==> config.mk <==
export PLATFORM = sky130hd
export DESIGN_NAME = timer_evt_ctrl_flat
export DESIGN_NICKNAME = d
export VERILOG_FILES = /design/src/rtl/timer_evt_ctrl_if.sv /design/src/rtl/timer_evt_ctrl.sv /design/src/flat_wrapper.sv
export SDC_FILE = /design/constraint.sdc
export NUM_CORES = 1
export LEC_CHECK = 0
export CAP_MARGIN = 10
export CELL_PAD_IN_SITES_DETAIL_PLACEMENT = 2
export CELL_PAD_IN_SITES_GLOBAL_PLACEMENT = 2
export CORE_AREA = 2 2 75 77
export DETAILED_ROUTE_END_ITERATION = 10
export DIE_AREA = 0 0 77 79
export PLACE_DENSITY = 0.74
export RECOVER_POWER = 25
export SYNTH_ARGS = -nofsm -noshare
export SYNTH_HDL_FRONTEND = slang
export SYNTH_SLANG_ARGS = --single-unit
==> constraint.sdc <==
create_clock -name pclk -period 0.8 [get_ports pclk]
set_input_delay 0.16 -clock pclk [delete_from_list [all_inputs] [get_ports pclk]]
set_output_delay 0.16 -clock pclk [all_outputs]
set_load 0.02 [all_outputs]
==> src/rtl/timer_evt_ctrl_if.sv <==
// Event/trigger bus between the timer counter, the event block and the
// interrupt/status side. The master drives the counter samples; the slave returns events.
interface timer_evt_ctrl_if #(
  parameter int WIDTH  = 8,
  parameter int NUM_CH = 2
);
  localparam int NEV = NUM_CH + 2;

  logic                    en;
  logic                    updw;
  logic                    load;
  logic [WIDTH-1:0]        last_cnt;
  logic [WIDTH-1:0]        cnt;
  logic [NUM_CH*WIDTH-1:0] cmp_val;
  logic [NUM_CH-1:0]       cmp_en;
  logic [NEV-1:0]          sts_clr;
  logic [NEV-1:0]          irq_en;
  logic                    ovf_trig;
  logic                    udf_trig;
  logic [NUM_CH-1:0]       cmp_trig;
  logic [NEV-1:0]          evt_sts;
  logic [NEV-1:0]          evt_ovr;
  logic                    irq;

  modport master (
    output en, updw, load, last_cnt, cnt,
    output cmp_val, cmp_en, sts_clr, irq_en,
    input  ovf_trig, udf_trig, cmp_trig,
    input  evt_sts, evt_ovr, irq
  );

  modport slave (
    input  en, updw, load, last_cnt, cnt,
    input  cmp_val, cmp_en, sts_clr, irq_en,
    output ovf_trig, udf_trig, cmp_trig,
    output evt_sts, evt_ovr, irq
  );
endinterface

==> src/rtl/timer_evt_ctrl.sv <==
// Timer event block: overflow/underflow/compare detection,
// trigger pulses, sticky status/overrun flags and a registered irq.
module timer_evt_ctrl #(
  parameter int WIDTH  = 8,
  parameter int NUM_CH = 2
) (
  input logic             pclk,
  input logic             preset_n,
  timer_evt_ctrl_if.slave bus
);
  localparam int NEV = NUM_CH + 2;
  localparam logic [WIDTH-1:0] MAX = '1;

  logic [NEV-1:0] ev_c;
  logic [NEV-1:0] trig_q;
  logic [NEV-1:0] sts_q;
  logic [NEV-1:0] ovr_q;
  logic           irq_q;

  // Event conditions from the current and previous counter samples.
  always_comb begin
    ev_c = '0;
    if (bus.en && !bus.load) begin
      ev_c[0] = !bus.updw && (bus.last_cnt == MAX)
                && (bus.cnt == '0);
      ev_c[1] = bus.updw && (bus.last_cnt == '0)
                && (bus.cnt == MAX);
      for (int i = 0; i < NUM_CH; i++) begin
        ev_c[2+i] = bus.cmp_en[i]
          && (bus.cnt == bus.cmp_val[i*WIDTH +: WIDTH])
          && (bus.cnt != bus.last_cnt);
      end
    end
  end

  // Pulses, sticky flags (set beats clear) and the combined irq.
  always_ff @(posedge pclk or negedge preset_n) begin
    if (!preset_n) begin
      trig_q <= '0;
      sts_q  <= '0;
      ovr_q  <= '0;
      irq_q  <= 1'b0;
    end else begin
      trig_q <= ev_c;
      sts_q  <= (sts_q & ~bus.sts_clr) | ev_c;
      ovr_q  <= (ovr_q & ~bus.sts_clr)
              | (ev_c & sts_q & ~bus.sts_clr);
      irq_q  <= |(sts_q & bus.irq_en);
    end
  end

  assign bus.ovf_trig = trig_q[0];
  assign bus.udf_trig = trig_q[1];
  assign bus.cmp_trig = trig_q[NEV-1:2];
  assign bus.evt_sts  = sts_q;
  assign bus.evt_ovr  = ovr_q;
  assign bus.irq      = irq_q;
endmodule

==> src/flat_wrapper.sv <==
// flat-port wrapper written by rule: the top's interface ports become plain ports
module timer_evt_ctrl_flat 
#(
  parameter int WIDTH  = 8,
  parameter int NUM_CH = 2
)
  (pclk, preset_n, bus_en, bus_updw, bus_load, bus_last_cnt, bus_cnt, bus_cmp_val, bus_cmp_en, bus_sts_clr, bus_irq_en, bus_ovf_trig, bus_udf_trig, bus_cmp_trig, bus_evt_sts, bus_evt_ovr, bus_irq);
  timer_evt_ctrl_if #(.WIDTH(WIDTH), .NUM_CH(NUM_CH)) bus_i ();
  input logic pclk;
  input logic preset_n;
  input wire logic [$bits(bus_i.en)-1:0] bus_en;
  input wire logic [$bits(bus_i.updw)-1:0] bus_updw;
  input wire logic [$bits(bus_i.load)-1:0] bus_load;
  input wire logic [$bits(bus_i.last_cnt)-1:0] bus_last_cnt;
  input wire logic [$bits(bus_i.cnt)-1:0] bus_cnt;
  input wire logic [$bits(bus_i.cmp_val)-1:0] bus_cmp_val;
  input wire logic [$bits(bus_i.cmp_en)-1:0] bus_cmp_en;
  input wire logic [$bits(bus_i.sts_clr)-1:0] bus_sts_clr;
  input wire logic [$bits(bus_i.irq_en)-1:0] bus_irq_en;
  output wire logic [$bits(bus_i.ovf_trig)-1:0] bus_ovf_trig;
  output wire logic [$bits(bus_i.udf_trig)-1:0] bus_udf_trig;
  output wire logic [$bits(bus_i.cmp_trig)-1:0] bus_cmp_trig;
  output wire logic [$bits(bus_i.evt_sts)-1:0] bus_evt_sts;
  output wire logic [$bits(bus_i.evt_ovr)-1:0] bus_evt_ovr;
  output wire logic [$bits(bus_i.irq)-1:0] bus_irq;
  assign bus_i.en = bus_en;
  assign bus_i.updw = bus_updw;
  assign bus_i.load = bus_load;
  assign bus_i.last_cnt = bus_last_cnt;
  assign bus_i.cnt = bus_cnt;
  assign bus_i.cmp_val = bus_cmp_val;
  assign bus_i.cmp_en = bus_cmp_en;
  assign bus_i.sts_clr = bus_sts_clr;
  assign bus_i.irq_en = bus_irq_en;
  assign bus_ovf_trig = bus_i.ovf_trig;
  assign bus_udf_trig = bus_i.udf_trig;
  assign bus_cmp_trig = bus_i.cmp_trig;
  assign bus_evt_sts = bus_i.evt_sts;
  assign bus_evt_ovr = bus_i.evt_ovr;
  assign bus_irq = bus_i.irq;
  timer_evt_ctrl #(.WIDTH(WIDTH), .NUM_CH(NUM_CH)) u_core (.pclk(pclk), .preset_n(preset_n), .bus(bus_i));
endmodule
==> results of run 1 <==
-- power by group through the flow --
| stage | clock network (mW) | logic (mW) | registers (mW) |
|---|---|---|---|
| global placement | 0 | 0.499 | 0.670 |
| floorplan | 0 | 0.164 | 0.671 |
| global route | 0.637 | 0.671 | 0.658 |
| CTS | 0.615 | 0.572 | 0.659 |
| detailed placement | 0 | 0.527 | 0.670 |
| finish | 0.592 | 0.631 | 0.659 |
-- logic make-up after synthesis --
kind of cell              Yosys count
and+or+nand+nor                    33
xor gates and xnor gates           24
DFF                                13
AOI/OAI and AO/OA                  11
buffers and inverters               4
-- repair_timing --
action                     4_1_cts  5_1_grt
resized for setup              244       33
setup endpoints to repair       26       26
pin swaps                       36       21
setup buffers                    3        2
-- flip-flops by register name, summed over array words and instances (netlist names) --
signal              cells
u_core.bus.evt_ovr      4
u_core.bus.evt_sts      4
u_core.bus.irq          1
u_core.trig_q           4
-- metrics by stage --
step,instance area (um^2),TNS (ns)
floorplan,871,-1.48
global placement,1670,-13.74
detailed placement,1670,-15.24
CTS,1880,-3.69
global route,2010,-4.40
finish,2010,-3.27
-- Yosys cell counts --
master | n | area share (%)
nor2b_1 | 1 | 0.72
and2_1 | 1 | 0.72
nor2_1 | 4 | 1.7
o41ai_2 | 1 | 1.9
nor3_1 | 3 | 1.7
a21o_1 | 1 | 0.86
buf_6 | 2 | 2.6
nor4_2 | 2 | 2.9
o21ba_2 | 1 | 1.2
nand2_1 | 2 | 0.86
nand4bb_1 | 1 | 1.3
nand2b_1 | 4 | 2.9
nand4_1 | 5 | 3.6
o31ai_1 | 2 | 1.7
a31oi_1 | 1 | 0.72
and4_1 | 1 | 1.0
and4bb_2 | 1 | 1.4
and3_1 | 1 | 0.72
nor4_1 | 3 | 2.2
inv_1 | 2 | 0.86
dfrtp_1 | 13 | 37
xnor2_1 | 16 | 16
a22oi_1 | 2 | 1.7
o41ai_1 | 1 | 1.0
o22ai_1 | 1 | 0.72
nand3_1 | 4 | 2.3
o21ai_2 | 1 | 1.0
xor2_1 | 8 | 8.1
-- worst max-delay path: stages --
cell and delay [ns]:
buf_8 0.10, xor2_4 0.18, nor4_4 0.32, nand3_2 0.17, o41ai_2 0.24
-- final cells by class --
cell class              count  area (um^2)  area share (%)
flip-flops and latches     13          328            16.3
clock buffers               4         45.0            2.24
well taps                  72         90.1            4.48
inverters                   2         10.0           0.498
multi-input cells          68          737            36.7
repair buffers             79          800            39.8
-- metal layers --
metal	up-vias	share of wire (%)
li1	463	-
met4	0	2.6
met1	495	33
met2	50	57
met5	-	0
met3	8	6.7
-- how the worst max path moves through the flow --
| stage | startpoint | to | slack, ns | cells past startpoint |
|---|---|---|---|---|
| 3_5_place_dp | bus_cnt[5] | u_core.bus.evt_ovr[3]$_DFF_PN0_ | -1.09 | 5 |
| 2_1_floorplan | bus_cnt[3] | u_core.bus.evt_ovr[2]$_DFF_PN0_ | -0.21 | 5 |
| 6_report | bus_cmp_val[10] | u_core.bus.evt_ovr[3]$_DFF_PN0_ | -0.23 | 5 |
| 4_1_cts | bus_cmp_val[11] | u_core.bus.evt_ovr[3]$_DFF_PN0_ | -0.36 | 5 |
| 5_1_grt | bus_cmp_val[10] | u_core.trig_q[3]$_DFF_PN0_ | -0.30 | 5 |
| 3_3_place_gp | bus_cnt[2] | u_core.bus.evt_sts[0]$_DFF_PN0_ | -0.94 | 6 |
==> metrics.txt, run 1 <==
status complete, but fails checks; failing checks negative setup slack; final core utilization approximately 38%; Synth Area in XOR/XNOR 24.2%; worst skew pair latency 0.25 ns; register area share after synthesis 37.5%; post-route minimum period 1.03 ns; min-delay src bus_load; via count between 1k and 1.5k; CTS tree built; P_sw between 0.5 and 0.6 mW; hold path endpoint u_core.trig_q[2]$_DFF_PN0_; synth unique cells 28; Fin. Hold Viols 0; startpoint types primary input; global-route wire length before repair ~6.3 mm; Reg-to-Reg Start u_core.bus.evt_sts[3]$_DFF_PN0_; Worst R2R End u_core.bus.evt_ovr[3]$_DFF_PN0_; Max-slew headroom 78.2%; Syn Area/Cell around 10 um^2; WL per Instance approximately 17 um; vias in the first global route 1,259; Initial DRC Count 17; Post-Place Cells 231; GRT Total Usage 13.5%; count of final setup violators 24; Site Rows 27; Area growth syn-to-layout 131%; GPL Wtd Cong between 0.8 and 0.9; RSZ-0062 raised after global routing true; syn nets 132; CP Class primary input to register; final setup margin -0.232 ns; Switching Fraction 26.8%; Flop pwr share a little over a third; worst hold slack 0.237 ns; Worst EP required roughly 0.94 ns; layout cells sized above 1 60.8%; antenna violations before repair 0; Final Non-Filler Cells 238; Inserted Diodes 0; Pre-antenna DRT Iters 2; FF-to-FF setup slack -0.20 ns; M2 GR Usage 26.8%; pin count of the biggest net entering global routing 14; H-tree Lvls 1; P_int 1.38 mW; die width slightly below 80 um; Root Driver clkbuf_8; Clock Skews 0.000658 ns; Num CTS Buffers 3; largest family of logic cells by synthesized area XOR/XNOR gates; Max Cap Viol 0; PortBufs 59; grt met3 use 2.73%; Hold-fix buffers, CTS 0; hold path cells 4; dpl ws -1.09 ns; crit share post-route 129%; combinational fraction of design power 33.5%; HP Class primary input to register; gr busiest metal met2; Clock power frac around a third; die extent in y 79 um; Worst VDD drop about 400 uV; Final ANT Viol Nets 0; routed vias/inst 4.27; reg2reg path depth 3; WL final 4.06 mm; Remaining DRCs 0; worst-margin pin slew 0.325 ns; clock sinks 13; mux cell area share after synthesis 0%; most common cell after layout, fill and taps aside buf_6; Simple-Gate Fraction of Synth Area between 20% and 30%; die area 6080 um^2; CP max FO 3; Syn Std Cell Area 868 um^2; CP endpoint kind register; most frequent cells in the layout buf_6, buf_4, xnor2_1, clkdlybuf4s50_1, dfrtp_1; arrival time worst endpoint 1.17 ns; pwr dens 936 nW/um^2; Initial Util 16.3%; Nets 214; FF+latch count, synth 13; I/O pin cnt 60; Post-Synth Adder-Cell Area 0%; fillers approximately 590; Detail Placement HPWL 3.21 mm; fmax 969 MHz; clk buf depth 2; overall power 1.88 mW; met1 Track Usage GR about an eighth; YS warnings 0; Mapped Cells 85; Pleak between 0.8 and 0.9 nW; Max Slew Vio Count 0; clock-pin slew on the worst setup and hold paths 0.05 ns; post-synthesis compound-gate area fraction 10.8%; Overflow after GRT 0; core area 5340 um^2
(Power assumes the default switching activity.)
==> run 2: changes to the inputs <==
- PLACE_DENSITY: 0.74 -> 0.71
==> metrics.txt, run 2 (synthesis gave the netlist of run 1 again) <==
arrival time worst endpoint 1.14 ns (-0.03 ns); Inserted Diodes 0 (unchanged); Fin. Hold Viols 0 (unchanged); design area 1910 um^2 (-5.0%); clock sinks 13 (unchanged); most frequent cells in the layout buf_6, buf_4, xnor2_1, dfrtp_1, clkdlybuf4s50_1; Remaining DRCs 0 (unchanged); core area 5340 um^2 (unchanged); Reg-to-Reg Start u_core.bus.evt_sts[3]$_DFF_PN0_; Initial Util 16.3% (unchanged); Site Rows 27 (unchanged); Worst VDD drop 395 uV (-0.75%); die area 6080 um^2 (unchanged); pwr dens 956 nW/um^2 (+2.1%); clk buf depth 2 (unchanged); placed inst area 1660 um^2 (-0.45%); CTS tree built; Clock Skews 0.00170 ns (+0.00104 ns); CP endpoint kind register; Root Driver clkbuf_8; antenna violations before repair 0 (unchanged); die extent in y 79 um (unchanged); fmax 977 MHz (+0.86%); most common cell after layout, fill and taps aside buf_6; Final ANT Viol Nets 0 (unchanged); H-tree Lvls 1 (unchanged); vias in the first global route 1,218 (-3.3%); failing checks negative setup slack; Max Cap Viol 0 (unchanged); crit share post-route 128% (-1.1 points); WL per Instance 16.0 um (-6.3%); HP Class primary input to register; Worst EP required 0.92 ns (-0.02 ns); Max Slew Vio Count 0 (unchanged); CP Class primary input to register; count of final setup violators 26 (+8.3%); GPL Wtd Cong 0.830 (+0.37%); die width 77 um (unchanged); RSZ-0062 raised after global routing true; final setup margin -0.223 ns (+0.00879 ns); Nets 215 (+0.47%); Detail Placement HPWL 3.16 mm (-1.5%); WL final 3.82 mm (-5.9%); worst-margin pin slew 0.344 ns (+0.0193 ns); met2 wire length 2.14 mm (-8.0%); PortBufs 59 (unchanged); clock-pin slew on the worst setup and hold paths 0.05 ns (about the same); I/O pin cnt 60 (unchanged); Met1 Routed Length 1.41 mm (+4.0%); Overflow after GRT 0 (unchanged); Hold-fix buffers, CTS 0 (unchanged); Pleak 0.825 nW (-4.1%); CP max FO 6 (+3); worst skew pair latency 0.25 ns (about the same); min-delay src bus_load; Initial DRC Count 28 (+11); highest metal used met4; startpoint types primary input; layout cells sized above 1 59.3% (-1.6 points); Setup crit start bus_cnt[2]; global-route wire length before repair 6.10 mm (-2.4%); GRT Total Usage 12.8% (-0.68 points); status complete, but fails checks; routed vias/inst 4.18 (-2.1%); via count 999 (-1.7%); Pre-antenna DRT Iters 3 (+1); post-route minimum period 1.02 ns (-0.00879 ns); Area growth syn-to-layout 120%; pin count of the biggest net entering global routing 14 (unchanged); worst hold slack 0.288 ns (+0.0516 ns); metal3 WL 227 um (-17%); Setup TNS -3.35 ns (-0.0797 ns); Max-slew headroom 77.1% (-1.1 points); Num CTS Buffers 3 (unchanged)
==> run 2: worst max-delay path, stage by stage <==
cell,delay (ns)
buf_12,0.11
buf_4,0.13
xnor2_2,0.11
nand4_1,0.14
o21ai_4,0.34
o41ai_2,0.14
==> run 2: repair_timing <==
| item | CTS | global route |
|---|---|---|
| setup endpoints to repair | 26 | 26 |
| buffers inserted | 2 | 4 |
| resized for setup | 243 | 11 |
| pin swaps | 36 | 15 |
==> run 2: final cells by class <==
| type | instances | area (um^2) |
|---|---|---|
| Clock buffer | 4 | 45.0 |
| Sequential cell | 13 | 328 |
| Fill cell | 603 | 3430 |
| Inverter | 2 | 10.0 |
| Multi-Input combinational cell | 68 | 706 |
| Timing Repair Buffer | 80 | 731 |
| Tap cell | 72 | 90.1 |
==> run 2: final timing paths <==
path / to / slack [ns] / cells after the start
min in group asynchronous: u_core.trig_q[3]$_DFF_PN0_ / 0.36 / 2
min reg2reg: u_core.bus.evt_ovr[3]$_DFF_PN0_ / 0.55 / 2
max: u_core.bus.evt_ovr[2]$_DFF_PN0_ / -0.22 / 6
max in group asynchronous: u_core.bus.evt_sts[0]$_DFF_PN0_ / 0.17 / 2
max reg2reg: u_core.bus.evt_ovr[3]$_DFF_PN0_ / -0.16 / 3
min: u_core.trig_q[2]$_DFF_PN0_ / 0.29 / 4
==> run 2: layer usage <==
layer | global-route usage [%] | vias to the layer above
met1 | 13.6 | 483
li1 | - | 468
met3 | 2.61 | 3
met2 | 25.6 | 45
met5 | 0 | -
met4 | 3.21 | 0
==> run 2: power by group <==
part / leakage [nW] / internal (mW) / switching, mW / total (mW)
logic: 0.623 / 0.317 / 0.241 / 0.557
clock network: 0.0228 / 0.353 / 0.257 / 0.610
registers: 0.178 / 0.658 / 0.000290 / 0.659
total: 0.825 / 1.33 / 0.498 / 1.83
==> run 2: through the flow <==
stage	total power [mW]	std cells	util [%]	worst slack [ns]
5_1_grt	1.92	239	35.8	-0.270
6_report	1.83	239	35.8	-0.223
4_1_cts	1.82	236	34.9	-0.320
2_1_floorplan	0.835	85	-	-0.208
3_5_place_dp	1.19	230	31.1	-1.07
3_3_place_gp	1.17	230	31.1	-0.938
==> run 3: changes to the inputs <==
- CTS_CLUSTER_DIAMETER: default -> 40
==> results of run 3 <==
Same layout as run 2: the final DEF is identical, and so are final timing and power.
==> RTL edit 1: new RTL, config.mk and constraints of run 1 <==
`WIDTH` is set to 8 in 3 places; all go to 6.
--- a/src/rtl/timer_evt_ctrl_if.sv
+++ b/src/rtl/timer_evt_ctrl_if.sv
@@ -1,7 +1,7 @@
 // Event/trigger bus between the timer counter, the event block and the
 // interrupt/status side. The master drives the counter samples; the slave returns events.
 interface timer_evt_ctrl_if #(
-  parameter int WIDTH  = 8,
+  parameter int WIDTH  = 6,
   parameter int NUM_CH = 2
 );
   localparam int NEV = NUM_CH + 2;
--- a/src/rtl/timer_evt_ctrl.sv
+++ b/src/rtl/timer_evt_ctrl.sv
@@ -1,7 +1,7 @@
 // Timer event block: overflow/underflow/compare detection,
 // trigger pulses, sticky status/overrun flags and a registered irq.
 module timer_evt_ctrl #(
-  parameter int WIDTH  = 8,
+  parameter int WIDTH  = 6,
   parameter int NUM_CH = 2
 ) (
   input logic             pclk,
--- a/src/flat_wrapper.sv
+++ b/src/flat_wrapper.sv
@@ -1,7 +1,7 @@
 // flat-port wrapper written by rule: the top's interface ports become plain ports
 module timer_evt_ctrl_flat 
 #(
-  parameter int WIDTH  = 8,
+  parameter int WIDTH  = 6,
   parameter int NUM_CH = 2
 )
   (pclk, preset_n, bus_en, bus_updw, bus_load, bus_last_cnt, bus_cnt, bus_cmp_val, bus_cmp_en, bus_sts_clr, bus_irq_en, bus_ovf_trig, bus_udf_trig, bus_cmp_trig, bus_evt_sts, bus_evt_ovr, bus_irq);
Interface: changed (resized bus_cmp_val, bus_cnt and bus_last_cnt); port bits go from 60 to 52. No check against the original RTL was run, so the function may have changed too.
==> RTL edit 1 against run 1 <==
  * The flow still finishes with violations (negative setup slack)
  * Routed wire length fell by 16%
  * Clock power decreased by 4.6%
  * Cell area is 10% lower
  * Synthesized area fell by 8.1%
  * Clock skew increased by 0.0016 ns
  * Sequential cell count unchanged
  * Fmax shrank 13%
  * Power fell by 7.7%
  * Worst setup slack worse by 0.16 ns
  * Critical path type unchanged
==> RTL edit 1: results (changes against run 1) <==
dp_hpwl_um: 2710  # was 3213 µm
yosys-top-cells-area: "dfrtp_1 41%, xnor2_1 11%, xor2_1 8.8%"  # was dfrtp_1 37%, xnor2_1 16%, xor2_1 8.1%
setup_viol: 26  # was 24
port_buffers: 51  # was 59
routedWlPerCell_um: 15.40  # was 17.04 µm
power.static_leakage_uw: 0.0008223  # was 0.0008600 µW
cp_slowest_cell: "or4_4"  # was nor4_4
critPathMaxStageDelay_ns: 0.56  # was 0.32 ns
drive_above_1_share: 0.6284  # was 0.6084
synth_commonest_cells: "13 x dfrtp_1, 10 x xnor2_1, 8 x xor2_1"  # was 16 x xnor2_1, 13 x dfrtp_1, 8 x xor2_1
tightest_slew_ns: 0.3171  # was 0.3245 ns
grt_use_met1: 0.1130  # was 0.1282
drtIter0Drc: 19  # was 17
min_to: "u_core.trig_q[1]"  # was u_core.trig_q[2]
grt_use_met2: 0.2342  # was 0.2684
fin_nets: 188  # was 214
setup_ws_ns: -0.3881  # was -0.2323 ns
hold_depth: 3  # was 4
gp_congestion: 0.7536  # was 0.8273
dr_wl_met2_um: 1914  # was 2322 µm
status: "complete, but fails checks"  # unchanged
endpoint: "u_core.bus.evt_ovr[2]"  # was u_core.bus.evt_ovr[3]
critPathArrivalTime_ns: 1.33  # was 1.17 ns
hp-start: "bus_last_cnt[2]"  # was bus_load
vias: 874  # was 1,016
grt_max_degree: 8  # was 14
wl_met1_um: 1208  # was 1355 µm
violations: "negative setup slack"  # unchanged
## RTL edit 1: cell types whose count changed after synthesis, moves of 3 or more
cell     change
inv_1        +3
nand3_1      -4
nor3_1       -3
or4_4        +3
xnor2_1      -6
nor4_1       -3
## RTL edit 1: cell type report
| class | instances | area (µm²) |
|---|---|---|
| Sequential cell | 13 | 327.8 |
| Inverter | 5 | 18.77 |
| Timing Repair Buffer | 75 | 720.7 |
| Clock buffer | 4 | 45.04 |
| Tap cell | 72 | 90.09 |
| Fill cell | 595 | 3538 |
| Multi-Input combinational cell | 51 | 596.8 |
## RTL edit 1: per-stage QoR
step,utilization,setup slack (ns),cells,setup TNS [ns],hold WS [ns]
after detailed placement,0.2860,-1.123,206,-16.05,0.4757
after floorplan,-,-0.4162,69,-3.311,-0.1356
final,0.3371,-0.3881,220,-5.223,0.2091
after global placement,0.2860,-1.022,206,-14.93,0.4845
after global routing,0.3371,-0.4175,220,-6.249,0.2127
after CTS,0.3183,-0.4421,216,-5.952,0.2094
## RTL edit 1: report_power, final
group	internal (µW)	switching [µW]	leakage, µW
sequential	660	0.876	0.000178
clock	351	215	0.0000228
combinational	309	202	0.000621
## RTL edit 1: worst min-delay path: cells and delay by family
kind	cells	cell delay, ns
AND/OR/NAND/NOR	2	0.18
buffers and inverters	1	0.07
## RTL edit 1: timing repair
item	4_1_cts	5_1_grt
hold buffers	0	0
buffers inserted	6	4
setup endpoints to repair	26	26
pin swaps	29	18
endpoints found under the hold margin	0	0
gates resized for setup	202	30
## RTL edit 1: cell families (layout without fill, tap and decap cells)
group / after synthesis / in the layout / share of synthesized area
xor+xnor: 18 / 18 / 0.1975
compound gates: 11 / 11 / 0.1301
simple gates: 22 / 22 / 0.2414
buf+inv: 5 / 84 / 0.02351
flops: 13 / 13 / 0.4075
==> RTL edit 2: new RTL, config.mk and constraints of run 1 <==
Made on the original files. Register the output `bus.ovf_trig`; this adds one clock of latency there.
--- a/src/rtl/timer_evt_ctrl.sv
+++ b/src/rtl/timer_evt_ctrl.sv
@@ -49,7 +49,9 @@
     end
   end
 
-  assign bus.ovf_trig = trig_q[0];
+  always_ff @(posedge pclk) begin
+    bus.ovf_trig <= trig_q[0];
+  end
   assign bus.udf_trig = trig_q[1];
   assign bus.cmp_trig = trig_q[NEV-1:2];
   assign bus.evt_sts  = sts_q;
Formal check against the unedited RTL: not equivalent (Yosys sat finds a counterexample within 4 cycles, from zero or initial values and one cycle with preset_n low).
==> RTL edit 2 against run 1 <==
  * Count of clock-buffer cells in the layout stayed put
  * The flow still finishes with violations (negative setup slack)
  * Combinational power is 5.2% lower
  * Cell area is 0.44% higher
  * Power is 1.2% higher
  * Hold slack better by 0.095 ns
  * Critical endpoint is now u_core.bus.evt_ovr[2]
  * First-iteration DRC count is 24% higher
  * Synthesized cell count is 3.5% higher
  * Global-route usage is 0.50 points lower
  * Largest power group unchanged
  * Synthesized area is 4.0% higher
  * Worst setup slack better by 0.029 ns
  * Routed wire length is 3.0% lower
  * Sequential cell count is 1 higher
  * Critical path type is now reg -> reg
  * Fmax is 2.9% higher
==> RTL edit 2: results (changes against run 1) <==
dp_cells: 232  # was 231
setup_viol: 26  # was 24
critPathMaxStageDelay_ns: 0.38  # was 0.32 ns
grt_pass1_vias: 1182  # was 1,259
cts_resized: 240  # was 244
routed_wirelength_um: 3933  # was 4056 µm
dr_wl_met2_um: 2203  # was 2322 µm
pre_cts_slack_ns: -1.059  # was -1.093 ns
grt_util_met3: 0.02841  # was 0.02727
n_fill_cell: 603  # was 586
setup_ws_ns: -0.2034  # was -0.2323 ns
cp_slowest_cell: "dfrtp_2"  # was nor4_4
gr-usage-all-layers: 0.1297  # was 0.1348
violations: "negative setup slack"  # unchanged
yosysSeqAreaShare: 0.3823  # was 0.3746
status: "complete, but fails checks"  # unchanged
netlist_instances: 88  # was 85
wl_met1_um: 1387  # was 1355 µm
startpoint: "u_core.bus.evt_sts[2]"  # was bus_cmp_val[10]
post_cts_buffers: 1  # was 3
gp_congestion: 0.8600  # was 0.8273
hp-start: "bus_cnt[7]"  # was bus_load
ir_worst_vdd_v: 0.0003317  # was 0.0003980 V
ys_types: 30  # was 28
setup_tns_ns: -3.145  # was -3.272 ns
vias: 1018  # was 1,016
[RTL edit 2: cell count changes after synthesis, sizes merged]
cell,before,now
buf,2,4
dfxtp,0,1
[RTL edit 2: final cells by class]
| class | count | area [µm²] | share of cell area |
|---|---|---|---|
| inverter | 2 | 10.01 | 0.004960 |
| timing repair buffer | 78 | 762.0 | 0.3776 |
| multi-input combinational | 68 | 762.0 | 0.3776 |
| clock buffer | 4 | 45.04 | 0.02232 |
| tap | 72 | 90.09 | 0.04464 |
| sequential | 14 | 349.1 | 0.1730 |
[RTL edit 2: cell families (layout without fill, tap and decap cells)]
kind of cell | Yosys count | in the layout | synth area share
AO/OA/AOI/OAI | 11 | 11 | 0.1039
XOR/XNOR | 24 | 24 | 0.2327
buffers and inverters | 6 | 84 | 0.04986
flip-flops | 14 | 14 | 0.3823
AND/OR/NAND/NOR | 33 | 33 | 0.2313
[RTL edit 2: report_power, final]
group	switching [µW]	internal [µW]
Sequential	0.269	708
Clock	245	352
Combinational	255	343
Total	501	1400
